### config.mk
export PLATFORM = sky130hd
export DESIGN_NAME = shift_add_mult
export DESIGN_NICKNAME = d
export VERILOG_FILES = /design/src/rtl/shift_add_mult.sv
export SDC_FILE = /design/constraint.sdc
export NUM_CORES = 1
export LEC_CHECK = 0
export CORE_AREA = 3 3 71 73
export DETAILED_ROUTE_END_ITERATION = 7
export DIE_AREA = 0 0 74 76
export DONT_BUFFER_PORTS = 1
export PLACE_DENSITY = 0.62
export SETUP_SLACK_MARGIN = 0.3
export SLEW_MARGIN = 10
export SYNTH_ARGS = -nofsm -noshare
export SYNTH_HDL_FRONTEND = slang
export SYNTH_SLANG_ARGS = --single-unit
### constraint.sdc
create_clock -name Clk -period 4.8 [get_ports Clk]
set_input_delay 0.96 -clock Clk [delete_from_list [all_inputs] [get_ports Clk]]
set_output_delay 0.96 -clock Clk [all_outputs]
set_load 0.01 [all_outputs]
### src/rtl/shift_add_mult.sv
// shift_add_mult: parametrised sequential shift-add multiplier.
// X (sign/carry), A (accumulator) and B (multiplier) form one shift chain.
// One Start yields a full 2*WIDTH product after 2*WIDTH cycles. Signed mode
// uses two's complement, and the last partial product is subtracted because
// the multiplier MSB carries negative weight.
module shift_add_mult #(
    parameter int WIDTH = 8
) (
    input  logic                 Clk,
    input  logic                 Reset,
    input  logic                 Start,
    input  logic                 Signed_Mode,
    input  logic [WIDTH-1:0]     Multiplicand,
    input  logic [WIDTH-1:0]     Multiplier,
    output logic                 Busy,
    output logic                 Done,
    output logic [2*WIDTH-1:0]   Product,
    output logic                 X_Out
);

    localparam int CW = $clog2(WIDTH);

    localparam logic [1:0] IDLE  = 2'd0;
    localparam logic [1:0] ADD   = 2'd1;
    localparam logic [1:0] SHIFT = 2'd2;
    localparam logic [1:0] DONE  = 2'd3;

    localparam logic [CW-1:0] LAST = CW'(WIDTH - 1);

    logic [1:0]       state;
    logic             x_q;
    logic [WIDTH-1:0] a_q;
    logic [WIDTH-1:0] b_q;
    logic [WIDTH-1:0] s_q;
    logic             mode_q;
    logic [CW-1:0]    count_q;

    logic [WIDTH:0]   a_ext;
    logic [WIDTH:0]   s_ext;
    logic [WIDTH:0]   sum;
    logic             last_step;

    // Extend the operands to WIDTH+1 bits and form the add/subtract result.
    // X always equals A's MSB when ADD is entered, so extending A from its own MSB is exact.
    always_comb begin
        last_step = (count_q == LAST);
        a_ext     = mode_q ? {a_q[WIDTH-1], a_q} : {1'b0, a_q};
        s_ext     = mode_q ? {s_q[WIDTH-1], s_q} : {1'b0, s_q};
        sum       = (mode_q && last_step) ? (a_ext - s_ext) : (a_ext + s_ext);
    end

    // Control FSM and X/A/B datapath registers.
    always_ff @(posedge Clk) begin
        if (Reset) begin
            state   <= IDLE;
            x_q     <= 1'b0;
            a_q     <= '0;
            b_q     <= '0;
            s_q     <= '0;
            mode_q  <= 1'b0;
            count_q <= '0;
        end else begin
            case (state)
                IDLE: begin
                    if (Start) begin
                        x_q     <= 1'b0;
                        a_q     <= '0;
                        b_q     <= Multiplier;
                        s_q     <= Multiplicand;
                        mode_q  <= Signed_Mode;
                        count_q <= '0;
                        state   <= ADD;
                    end
                end
                ADD: begin
                    if (b_q[0]) begin
                        {x_q, a_q} <= sum;
                    end
                    state <= SHIFT;
                end
                SHIFT: begin
                    b_q <= {a_q[0], b_q[WIDTH-1:1]};
                    a_q <= {x_q, a_q[WIDTH-1:1]};
                    if (!mode_q) begin
                        x_q <= 1'b0;
                    end
                    if (last_step) begin
                        state <= DONE;
                    end else begin
                        count_q <= count_q + 1'b1;
                        state   <= ADD;
                    end
                end
                DONE: begin
                    if (!Start) begin
                        state <= IDLE;
                    end
                end
                default: state <= IDLE;
            endcase
        end
    end

    assign Busy    = (state == ADD) || (state == SHIFT);
    assign Done    = (state == DONE);
    assign Product = {a_q, b_q};
    assign X_Out   = x_q;

endmodule

## Word level (Yosys, flattened, before mapping)

Index checks and enable logic that the tools add are counted.
W data, S select, Z words.

- Input port bits: 20
- Output and inout port bits: 19
- Bits in registers: 31
- Word-level logic and storage cells: 49

- Eq/ne operators: 9
- Mux-type cells: 19
- $add $sub $neg: 3
- Reductions and logical operators: 11

Operators with widths:

| operator | count |
|---|---|
| $mux W9 | 3 |
| $mux W8 | 3 |
| $pmux W8 S3 | 1 |
| $pmux W8 S2 | 1 |
| $ne A2 B2 Y1 const B | 5 |
| $add A9 B9 Y9 | 1 |
| $sub A9 B9 Y9 | 1 |
| $pmux W2 S4 | 1 |
| $mux W2 | 3 |
| $mux W3 | 2 |
| $pmux W3 S2 | 1 |
| $reduce_and A2 Y1 | 3 |
| $reduce_and A3 Y1 | 2 |
| $eq A2 B2 Y1 const B | 2 |
| $reduce_and A4 Y1 | 1 |
| $add A3 B1 Y3 const B | 1 |
| $eq A3 B3 Y1 const B | 1 |
| $mux W1 | 3 |
| $pmux W1 S3 | 1 |
| $reduce_bool A3 Y1 | 1 |
| $eq A2 B1 Y1 const B | 1 |
| $logic_not A2 Y1 | 1 |
| $reduce_bool A2 Y1 | 1 |
| $logic_and A1 B1 Y1 | 1 |
| $logic_or A1 B1 Y1 | 1 |

## Logic depth before layout (Yosys ltp)

Gate-level depths: netlist of run 1.

- Depth after elaboration: 5
- Depth in mapped cells: 12
- Gate-level depth less buffers: 11

## Worst setup path after synthesis of run 1

Ideal clock, no wire load.

- Path kind: reg-to-reg
- From: reg count_q[0]
- To: reg x_q (netlist: X_Out)
- Clock period less this slack: 2.740 ns
- Slack: 2.060 ns
- Cell stages (with the launch flop): 12
- Data arrival time: 2.670 ns
- Library setup time: 0.070 ns
- Data required time: 4.730 ns
- Path buffers: 1
- Cell sequence: dfxtp_1 ha_1 ha_1 and2_1 clkbuf_1 mux2i_1 fa_1 a211oi_1 o21ai_1 a2111o_1 mux2i_1 o21bai_1

- Word-level cells in the longest chain between the ends: 5

RTL lines:

| item | line | source |
|---|---|---|
| from (decl) | 36 | `logic [CW-1:0] count_q;` |
| from (signal assigned) | 90 | `count_q <= count_q + 1'b1;` |
| $eq A3 B3 Y1 | 46 | `last_step = (count_q == LAST);` |
| $logic_and A1 B1 Y1 | 49 | `sum = (mode_q && last_step) ? (a_ext - s_ext) : (a_ext + s_ext);` |
| $mux W9 | 49 |  |
| $mux W1 | 76 | `if (b_q[0]) begin` |
| $pmux W1 S3 | 63 | `case (state)` |
| to (signal assigned) | 77 | `{x_q, a_q} <= sum;` |
| to (decl) | 31 | `logic x_q;` |

Every way passes these cells. The select of a mux whose other input is x is not followed.
A chain may end at the register's enable or synchronous reset.

## Worst setup path after layout of run 1

Same ends and word-level chain as after synthesis.

==> summary.md, run 1 <==
| Metric | Value |
|---|---|
| Status | completed |
| Met1 Use GR | between 20% and 30% |
| Vias | approximately 1600 |
| Worst Setup Slack, final | roughly 1.9 ns |
| Ys async rst share | 0% |
| Pleak | ~0.00075 uW |
| Post-Syn Instances | 240 |
| Place WS | approximately 2 ns |
| Grt ovf | 0 |
| Met3 Use GR | under 10% |
| Crit path time final | approximately 2.9 ns |
| Via density per instance | around 5.7 |
| Post-synthesis net count | 277 |
| Ant diodes | 0 |
| Area delta synth->final | 6.55% |
| Initial antenna violation count | 0 |
| Area leader, netlist | dfxtp_1 |
| First-pass GRT wire length | slightly below 8000 um |
| Slew margin rel. | between 30 and 40% |
| Measured slew at the worst slew-check pin | ~0.96 ns |
| Mean post-synth cell area | just over 8 um2 |
| Final instance count without filler cells | approximately 290 |
| Max-cap violations | 0 |
| Number of clock sinks | 31 |
| Most common cell in the netlist | dfxtp_1 |
| Synth top area share | 31.2% |
| Worst-skew pair later-pin latency | ~0.28 ns |
| Cell Area, Synth | about 0.0020 mm2 |
| CTS tree | done |
| Final period util | 60.2% |
| DR pass1 iterations | 4 |
| Final HPWL DP | about 3200 um |
| DR iter-0 viols | 82 |
| Worst EP required | 5.01 ns |
| Final Setup Violations | 0 |
| Primary FF master, synth | dfxtp_1 |
| Commonest cells in the netlist | dfxtp_1 (31), nand2_1 (26), a21oi_1 (23), nor2_1 (21), ha_1 (16) |
| CP Data Arrival Time | 3.10 ns |
| Global Route Usage Sum | 17.2% |
| DRC errors left | 0 |
| Die span in x | approximately 74 um |
| H-tree Lvls | 2 |
| Hold Violations, Final | 0 |
| Fin nets | 272 |
| Num rows | 24 |
| Number of synthesized flops with an enable pin | 0 |
| Vias in the first global route | roughly 1600 |
| Wirelength per Cell | 15.3 um |
| HP Class | reg -> reg |
| F_max | roughly 350 MHz |
| Clk_skew | about 0.0084 ns |
| IO Pins | 39 |
| Slew Viols, Final | 0 |
| Core area | approximately 0.0044 mm2 |
| Antenna viol nets, final | 0 |
| Post-DP Area | 0.00200 mm2 |
| RSZ-0062 raised after global routing | no |
| Clk pin slew, worst setup/hold paths | about 0.070 ns |
| Highest fanout seen on the critical path | 7 |
| Setup crit start kind | flop |
| Starting density of the core | around 45% |
| Finished Cell Area | around 0.0021 mm2 |
| GR Util met2 | around a quarter |
| DP Cell Count | 280 |
| Num CTS Buffers | 5 |
| Postcts setup bufs | 0 |
| WL final | 4410 um |
| Total Power | roughly 1100 uW |
| Cts hold-fix bufs | 0 |
| GP Congestion | between 0.8 and 0.9 |
| Die area | 0.00562 mm2 |
| Seq/Total Area, Yosys | between 30% and 40% |
| Post-cts resize count | 0 |
| Distinct cells, synth | 47 |
| Synth top area cells | dfxtp_1 (31%), ha_1 (10%), a21oi_1 (5.8%), mux2i_1 (5.5%), nand2_1 (4.9%) |
| #FFs+latches synth | 31 |
| Critical Path End Type | flop |
| Largest net degree at the start of global routing | 35 |
| Maximum clock path buffer count | 2 |
| Fraction of layout cells with a size suffix above 1 | just under 6% |
| Worst VDD drop | approximately 0.25 mV |
| # fillers | approximately 430 |
| Die height | 76 um |
| GRT busiest layer | met2 |
| Yosys Warn Count | 0 |
| Root buffer cell | clkbuf_8 |
| Critical path type | reg -> reg |
| IO Port Bufs | 0 |
| Setup TNS Final | 0 ns |
| Pwr/cell area | between 500 and 600 mW/mm2 |
## registers in the layout, indices dropped and copies added, names as in the netlist
name / flops
a_q: 8
count_q: 3
b_q: 8
s_q: 8
state: 2
X_Out: 1
mode_q: 1
## cells in the final DEF (no fill, tap or decap), types with 2 or more instances in the layout
master and count:
a31oi_1 2, nor2b_1 2, nand3b_1 2, a211oi_1 11, nor4_1 2, o21bai_1 3
nand2b_1 4, nand3_1 8, inv_1 9, clkbuf_8 6, o21a_1 5, dfxtp_1 31
nor3_1 4, xor2_1 3, a22oi_1 3, mux2i_1 11, and2_1 3, o22ai_1 3
ha_1 16, nor2_1 21, nand4b_1 2, o21ai_0 6, nand2_1 26, a21oi_1 23
o32ai_1 2, xnor2_1 8
## critical path, stage by stage, from the launching register on
cell and delay [ns]:
dfxtp_1 0.35, ha_1 0.15, ha_1 0.24, and2_1 0.30, mux2i_1 0.18, fa_1 0.48
a211oi_1 0.32, o21ai_1 0.14, a2111o_1 0.41, mux2i_1 0.13, o21bai_1 0.11
## layer usage
layer | vias up | part of all wire (%)
met5 | - | 0
met4 | 0 | 0.52
met3 | 4 | 4.9
met2 | 36 | 47
met1 | 756 | 48
li1 | 850 | -
## logic make-up (layout without fill, tap and decap cells)
kind of cell,count (synthesis),in the layout,share of synthesized area (%)
AND/OR/NAND/NOR,82,82,21.0
AO/OA/AOI/OAI,67,67,22.0
flip-flops,31,31,31.2
buffers and inverters,21,17,4.34
adder cells (fa/ha/maj),17,17,11.1
XOR/XNOR,11,11,4.85
multiplexers,11,11,5.54
## report_power, final
group	switching (uW)	total (uW)	internal (uW)
logic	278	484	205
registers	59.7	359	299
clock network	97.0	265	168
total	435	1110	672
## stage by stage
stage          utilization (%)  hold WS, ns
2_1_floorplan                -        0.462
3_3_place_gp              45.3        0.469
3_5_place_dp              45.3        0.474
4_1_cts                   48.0        0.483
5_1_grt                   48.0        0.505
6_report                  48.0        0.481
## worst paths after layout
kind	slack, ns	end	from	depth (start not counted)
setup reg to reg	1.91	X_Out	count_q[0]	10
hold / removal	0.48	s_q[6]	s_q[6]	2
hold reg to reg	0.48	s_q[6]	s_q[6]	2
setup / recovery	1.91	X_Out	count_q[0]	10
## cell type report
class / instances / area, um2 / area share [%]
multi-input combinational: 188 / 1280 / 60.5
inverter: 9 / 33.8 / 1.60
clock buffer: 6 / 82.6 / 3.90
sequential: 31 / 621 / 29.3
tap: 52 / 65.1 / 3.07
clock inverter: 2 / 35.0 / 1.65
Note: power is estimated with default switching activity, not from simulation.
==> run 2, diff against run 1 <==
Settings changed: PLACE_DENSITY 0.62 to 0.64.
Clock period 4.8 ns to 2.49 ns, I/O delays scaled along.
==> run 2 against run 1 <==
Against the previous run: sequential power increased by 90%; non-clock buffer count is 17 higher; utilization is 5.4 points higher; critical path type unchanged; critical endpoint is now a_q[6]; largest cell class unchanged.
==> summary.md, run 2 (synthesis gave the netlist of run 1 again) <==
| Metric | Value |
|---|---|
| Num rows | 24 (unchanged) |
| First-pass GRT wire length | 8000 um (was 7780 um) |
| CTS tree | done (unchanged) |
| Cts hold-fix bufs | 0 (unchanged) |
| Reg2Reg Setup Slack | 0.06 ns (was 1.91 ns) |
| Setup crit start kind | flop (unchanged) |
| F_max | 411 MHz (was 346 MHz) |
| Pwr/cell area | 955 mW/mm2 (was 523 mW/mm2) |
| Worst EP required | 2.66 ns (was 5.01 ns) |
| Multi-input logic area | 0.00142 mm2 (was 0.00128 mm2) |
| Clk pin slew, worst setup/hold paths | 0.07 ns (about the same) |
| Internal power | 1330 uW (was 672 uW) |
| IO Pins | 39 (unchanged) |
| Total Power | 2250 uW (was 1110 uW) |
| Post-DP Area | 0.00219 mm2 (was 0.00200 mm2) |
| Slew margin rel. | 70.4% (was 35.7%) |
| H-tree Lvls | 2 (unchanged) |
| GP Congestion | 0.866 (was 0.840) |
| Top flop regs | a_q: 8 flops, b_q: 8 flops, s_q: 8 flops (unchanged) |
| Max-cap violations | 0 (unchanged) |
| RSZ-0062 raised after global routing | yes (was no) |
| Root buffer cell | clkbuf_8 (unchanged) |
| Area delta synth->final | 18.6% (was 6.55%) |
| DR iter-0 viols | 110 (was 82) |
| HP Class | in -> reg (was reg -> reg) |
| Initial antenna violation count | 0 (unchanged) |
| Die area | 0.00562 mm2 (unchanged) |
| Register cell area after layout | 623 um2 (was 621 um2) |
| Clk_skew | 0.00596 ns (was 0.00844 ns) |
| IO Port Bufs | 0 (unchanged) |
| Final Setup Violations | 0 (unchanged) |
| Pleak | 0.000837 uW (was 0.000753 uW) |
| Sequential Power Share | 30.3% (was 32.4%) |
| Global Route Usage Sum | 17.9% (was 17.2%) |
| Measured slew at the worst slew-check pin | 0.444 ns (was 0.964 ns) |
| Final HPWL DP | 3420 um (was 3250 um) |
| Slew Viols, Final | 0 (unchanged) |
| Fin nets | 289 (was 272) |
| Critical Path End Type | flop (unchanged) |
| Worst-skew pair later-pin latency | 0.29 ns (was 0.28 ns) |
| Crit path time final | 2.43 ns (was 2.89 ns) |
| Commonest non-fill, non-tap cell in the layout | dfxtp_1 (unchanged) |
| Clock share of power | 17.6% (was 23.9%) |
| Top Metal Used | met4 (unchanged) |
| Hold Violations, Final | 0 (unchanged) |
| Vias | 1750 (was 1646) |
| Commonest cells after routing, fill and taps aside | dfxtp_1 (29), nand2_1 (26), a21oi_1 (22) (was dfxtp_1 (31), nand2_1 (26), a21oi_1 (23)) |
| Switching share of power | 41.0% (was 39.3%) |
| Via density per instance | 5.74 (was 5.72) |
| Routed met1 length | 2100 um (about the same) |
| Starting density of the core | 45.0% (unchanged) |
| Vias in the first global route | 1725 (was 1594) |
| CP Data Arrival Time | 2.61 ns (was 3.10 ns) |
| Critical path type | reg -> reg (unchanged) |
| Antenna viol nets, final | 0 (unchanged) |
| Finished Cell Area | 0.00236 mm2 (was 0.00212 mm2) |
| Logic gate share of total power | 52.0% (was 43.7%) |
| Worst Setup Slack, final | 0.0558 ns (was 1.91 ns) |
| Core area | 0.00441 mm2 (unchanged) |
| Final period util | 97.8% (was 60.2%) |
| WL final | 4620 um (was 4410 um) |
| Die height | 76 um (unchanged) |
| Largest net degree at the start of global routing | 35 (unchanged) |
| Grt ovf | 0 (unchanged) |
| Num CTS Buffers | 5 (unchanged) |
| Wirelength per Cell | 15.1 um (was 15.3 um) |
| Maximum clock path buffer count | 2 (unchanged) |
| Worst VDD drop | 0.436 mV (was 0.252 mV) |
| Ant diodes | 0 (unchanged) |
| # fillers | 404 (was 432) |
| P_sw | 924 uW (was 435 uW) |
| Number of clock sinks | 31 (unchanged) |
| Die span in x | 74 um (unchanged) |
| Place WS | 0.0622 ns (was 1.94 ns) |
| DP Cell Count | 294 (was 280) |
| Fraction of layout cells with a size suffix above 1 | 21.3% (was 5.93%) |
| Highest fanout seen on the critical path | 7 (unchanged) |
| Met3 WL | 260 um (was 216 um) |
| Final instance count without filler cells | 305 (was 288) |
| Status | completed (unchanged) |
| DRC errors left | 0 (unchanged) |
| Met2 wire length | 2170 um (was 2070 um) |
| DR pass1 iterations | 4 (unchanged) |
==> run 2: cell types whose count changed in the layout (fill, tap and decap cells not counted), moves of 3 or more <==
cell and change:
buf_4 +17, ha_1 -5, ha_2 +3, o21ai_0 -4
==> run 2: power groups by stage <==
stage	Combinational [uW]	Clock [uW]	Sequential (uW)
6_report	1170	397	683
3_5_place_dp	1080	0	695
5_1_grt	1310	438	698
4_1_cts	1120	412	684
2_1_floorplan	846	0	678
3_3_place_gp	1070	0	693
==> run 2: area by class of cell <==
type | count | area share (%)
Timing Repair Buffer | 17 | 5.42
Multi-Input combinational cell | 188 | 60.2
Sequential cell | 31 | 26.4
Inverter | 9 | 1.43
Clock inverter | 3 | 0.850
Tap cell | 52 | 2.76
Clock buffer | 5 | 2.92
==> run 2: routing by layer <==
metal	up-vias	track usage [%]
met1	815	22.9
met4	0	6.52
met5	-	0
li1	890	-
met3	8	6.20
met2	37	27.3
==> run 2: worst paths after layout <==
check,from,to,cells after the start
worst max register to register,count_q[1],a_q[6],11
worst min register to register,s_q[6],s_q[6],2
worst max-delay path,count_q[1],a_q[6],11
worst min-delay path,Reset,a_q[1],1
==> run 2: metrics by stage <==
stage                     util, %  hold slack [ns]  setup TNS, ns
after detailed placement     49.6            0.482              0
after CTS                    52.5            0.261              0
final                        53.4            0.272              0
after global placement       49.6            0.480              0
after global routing         53.4            0.253         -0.218
after floorplan                 -            0.462              0
==> run 2: critical path: stages (launching register included) <==
cell,delay [ns]
dfxtp_2,0.33
ha_4,0.16
ha_4,0.15
and2_4,0.20
mux2i_4,0.20
fa_2,0.36
a211oi_2,0.28
buf_4,0.15
o21bai_1,0.07
a21oi_1,0.17
xor2_1,0.17
o22ai_1,0.09
==> run 2: timing repair <==
action | CTS | global route
endpoints found under the setup margin | 6 | 6
pin swaps | 5 | 3
gates cloned | 0 | 0
setup buffers | 3 | 0
resized for setup | 4 | 9
==> run 3, diff against run 2 <==
Settings changed: PLACE_DENSITY 0.64 to default.
Clock period 2.49 ns to 2.4 ns, I/O delays scaled along.
==> run 3 against run 2 <==
Against the previous run: the run now ends with negative setup slack left; sequential cell count stayed put; combinational power is 9% higher; die area did not move; non-clock buffer count is 8 higher; clock skew increased by 0.0033 ns; first-iteration DRC count fell by 31%; hold slack got worse by 0.019 ns; register-to-register slack worse by 0.12 ns; critical path type unchanged; critical endpoint is now X_Out; largest power group unchanged.
==> summary.md, run 3 (synthesis gave the netlist of run 1 again) <==
| Metric | Value |
|---|---|
| Cts hold-fix bufs | 0 (unchanged) |
| DP Cell Count | 304 (was 294) |
| Starting density of the core | 45.0% (unchanged) |
| WL final | 4870 um (was 4620 um) |
| RSZ-0062 raised after global routing | yes (unchanged) |
| Worst VDD drop | 0.508 mV (was 0.436 mV) |
| Final instance count without filler cells | 313 (was 305) |
| Min-delay src | Reset (unchanged) |
| Num rows | 24 (unchanged) |
| Num CTS Buffers | 5 (unchanged) |
| Final period util | 103% (was 97.8%) |
| Worst-skew pair later-pin latency | 0.28 ns (was 0.29 ns) |
| CP Data Arrival Time | 2.68 ns (was 2.61 ns) |
| Grt ovf | 0 (unchanged) |
| Pwr/cell area | 997 mW/mm2 (was 955 mW/mm2) |
| Root buffer cell | clkbuf_8 (unchanged) |
| F_max | 406 MHz (was 411 MHz) |
| Vias in the first global route | 1718 (was 1725) |
| Worst setup path start | count_q[1] (unchanged) |
| DR pass1 iterations | 4 (unchanged) |
| Initial antenna violation count | 0 (unchanged) |
| Clk pin slew, worst setup/hold paths | 0.07 ns (about the same) |
| DR iter-0 viols | 76 (was 110) |
| Clk_skew | 0.00923 ns (was 0.00596 ns) |
| Final Setup Violations | 3 (was 0) |
| IO Port Bufs | 0 (unchanged) |
| Max-cap violations | 0 (unchanged) |
| Pleak | 0.000896 uW (was 0.000837 uW) |
| DRC errors left | 0 (unchanged) |
| Finished Cell Area | 0.00245 mm2 (was 0.00236 mm2) |
| HP Class | in -> reg (unchanged) |
| IO Pins | 39 (unchanged) |
| Setup crit start kind | flop (unchanged) |
| Wirelength per Cell | 15.6 um (was 15.1 um) |
| Die height | 76 um (unchanged) |
| Worst Setup Slack, final | -0.0602 ns (was 0.0558 ns) |
| Top flop regs | a_q: 8 flops, b_q: 8 flops, s_q: 8 flops (unchanged) |
| Crit path time final | 2.46 ns (was 2.43 ns) |
| Antenna viol nets, final | 0 (unchanged) |
| CTS tree | done (unchanged) |
| Vias | 1781 (was 1750) |
| Post-DP Area | 0.00227 mm2 (was 0.00219 mm2) |
| Number of clock sinks | 31 (unchanged) |
| Global Route Usage Sum | 17.8% (was 17.9%) |
| GP Congestion | 0.820 (was 0.866) |
| Status | complete, but fails checks (was completed) |
| Maximum clock path buffer count | 2 (unchanged) |
| Failing checks | negative setup slack |
| Setup TNS Final | -0.164 ns (was 0 ns) |
| Measured slew at the worst slew-check pin | 0.438 ns (was 0.444 ns) |
| Largest net degree at the start of global routing | 35 (unchanged) |
| Ant diodes | 0 (unchanged) |
| Commonest non-fill, non-tap cell in the layout | dfxtp_1 (unchanged) |
| Slew margin rel. | 70.5% (was 70.4%) |
| Highest fanout seen on the critical path | 7 (unchanged) |
| R2r startpoint | count_q[1] (unchanged) |
| Area delta synth->final | 23.5% (was 18.6%) |
| Worst EP required | 2.62 ns (was 2.66 ns) |
| Final HPWL DP | 3510 um (was 3420 um) |
| Core area | 0.00441 mm2 (unchanged) |
| Die span in x | 74 um (unchanged) |
| Critical Path End Type | flop (unchanged) |
| Via density per instance | 5.69 (was 5.74) |
| H-tree Lvls | 2 (unchanged) |
| Fin nets | 297 (was 289) |
| Slew Viols, Final | 0 (unchanged) |
| Die area | 0.00562 mm2 (unchanged) |
| First-pass GRT wire length | 8020 um (was 8000 um) |
| Commonest cells after routing, fill and taps aside | dfxtp_1 (29), nand2_1 (25), buf_4 (25) (was dfxtp_1 (29), nand2_1 (26), a21oi_1 (22)) |
| Critical path type | reg -> reg (unchanged) |
| Hold Violations, Final | 0 (unchanged) |
| Fraction of layout cells with a size suffix above 1 | 23.8% (was 21.3%) |
-- run 3: power by group --
part           switching (uW)  leakage [uW]  internal, uW
logic                     662      0.000590           617
clock network             198     0.0000515           262
registers                 110      0.000254           599
-- run 3: worst paths after layout --
| check | end | slack (ns) | cells past startpoint |
|---|---|---|---|
| worst max-delay path | X_Out | -0.06 | 10 |
| worst min-delay path | a_q[2] | 0.25 | 1 |
| worst min register to register | s_q[6] | 0.49 | 2 |
| worst max register to register | X_Out | -0.06 | 10 |
-- run 3: cell type report --
class	instances	area (um2)
fill	413	1960
multi-input combinational	188	1440
sequential	31	623
timing repair buffer	25	188
clock buffer	8	100
tap	52	65.1
inverter	9	33.8
-- run 3: repair_timing --
item                       CTS  global route
buffers inserted             0             1
hold endpoints to repair     0             0
pin swaps                    3             6
resized for setup            4            11
setup endpoints to repair    6            10
-- run 3: layer usage --
layer,wire [um],vias to the layer above,global-route usage (%)
met2,2290,39,27.6
met5,0,-,0
met3,256,9,5.28
met4,78,0,5.43
li1,-,898,-
met1,2240,835,23.5
-- run 3: metrics by stage --
step                      util (%)  hold slack [ns]  power, uW  setup WS, ns
final                         55.6            0.253       2450       -0.0602
after global routing          55.6            0.236       2640        -0.190
after CTS                     54.1            0.247       2400       -0.0421
after detailed placement      51.4            0.483       1910       -0.0579
after global placement        51.4            0.477       1900       -0.0513
after floorplan                  -            0.462       1590      -0.00653
-- run 3: worst max-delay path, stage by stage, from the launching register on --
cell	delay [ns]
dfxtp_2	0.33
ha_4	0.16
ha_4	0.15
and2_4	0.20
mux2i_4	0.21
fa_2	0.37
a211oi_2	0.24
o21ai_1	0.11
a2111o_1	0.37
mux2i_1	0.14
o21bai_1	0.13
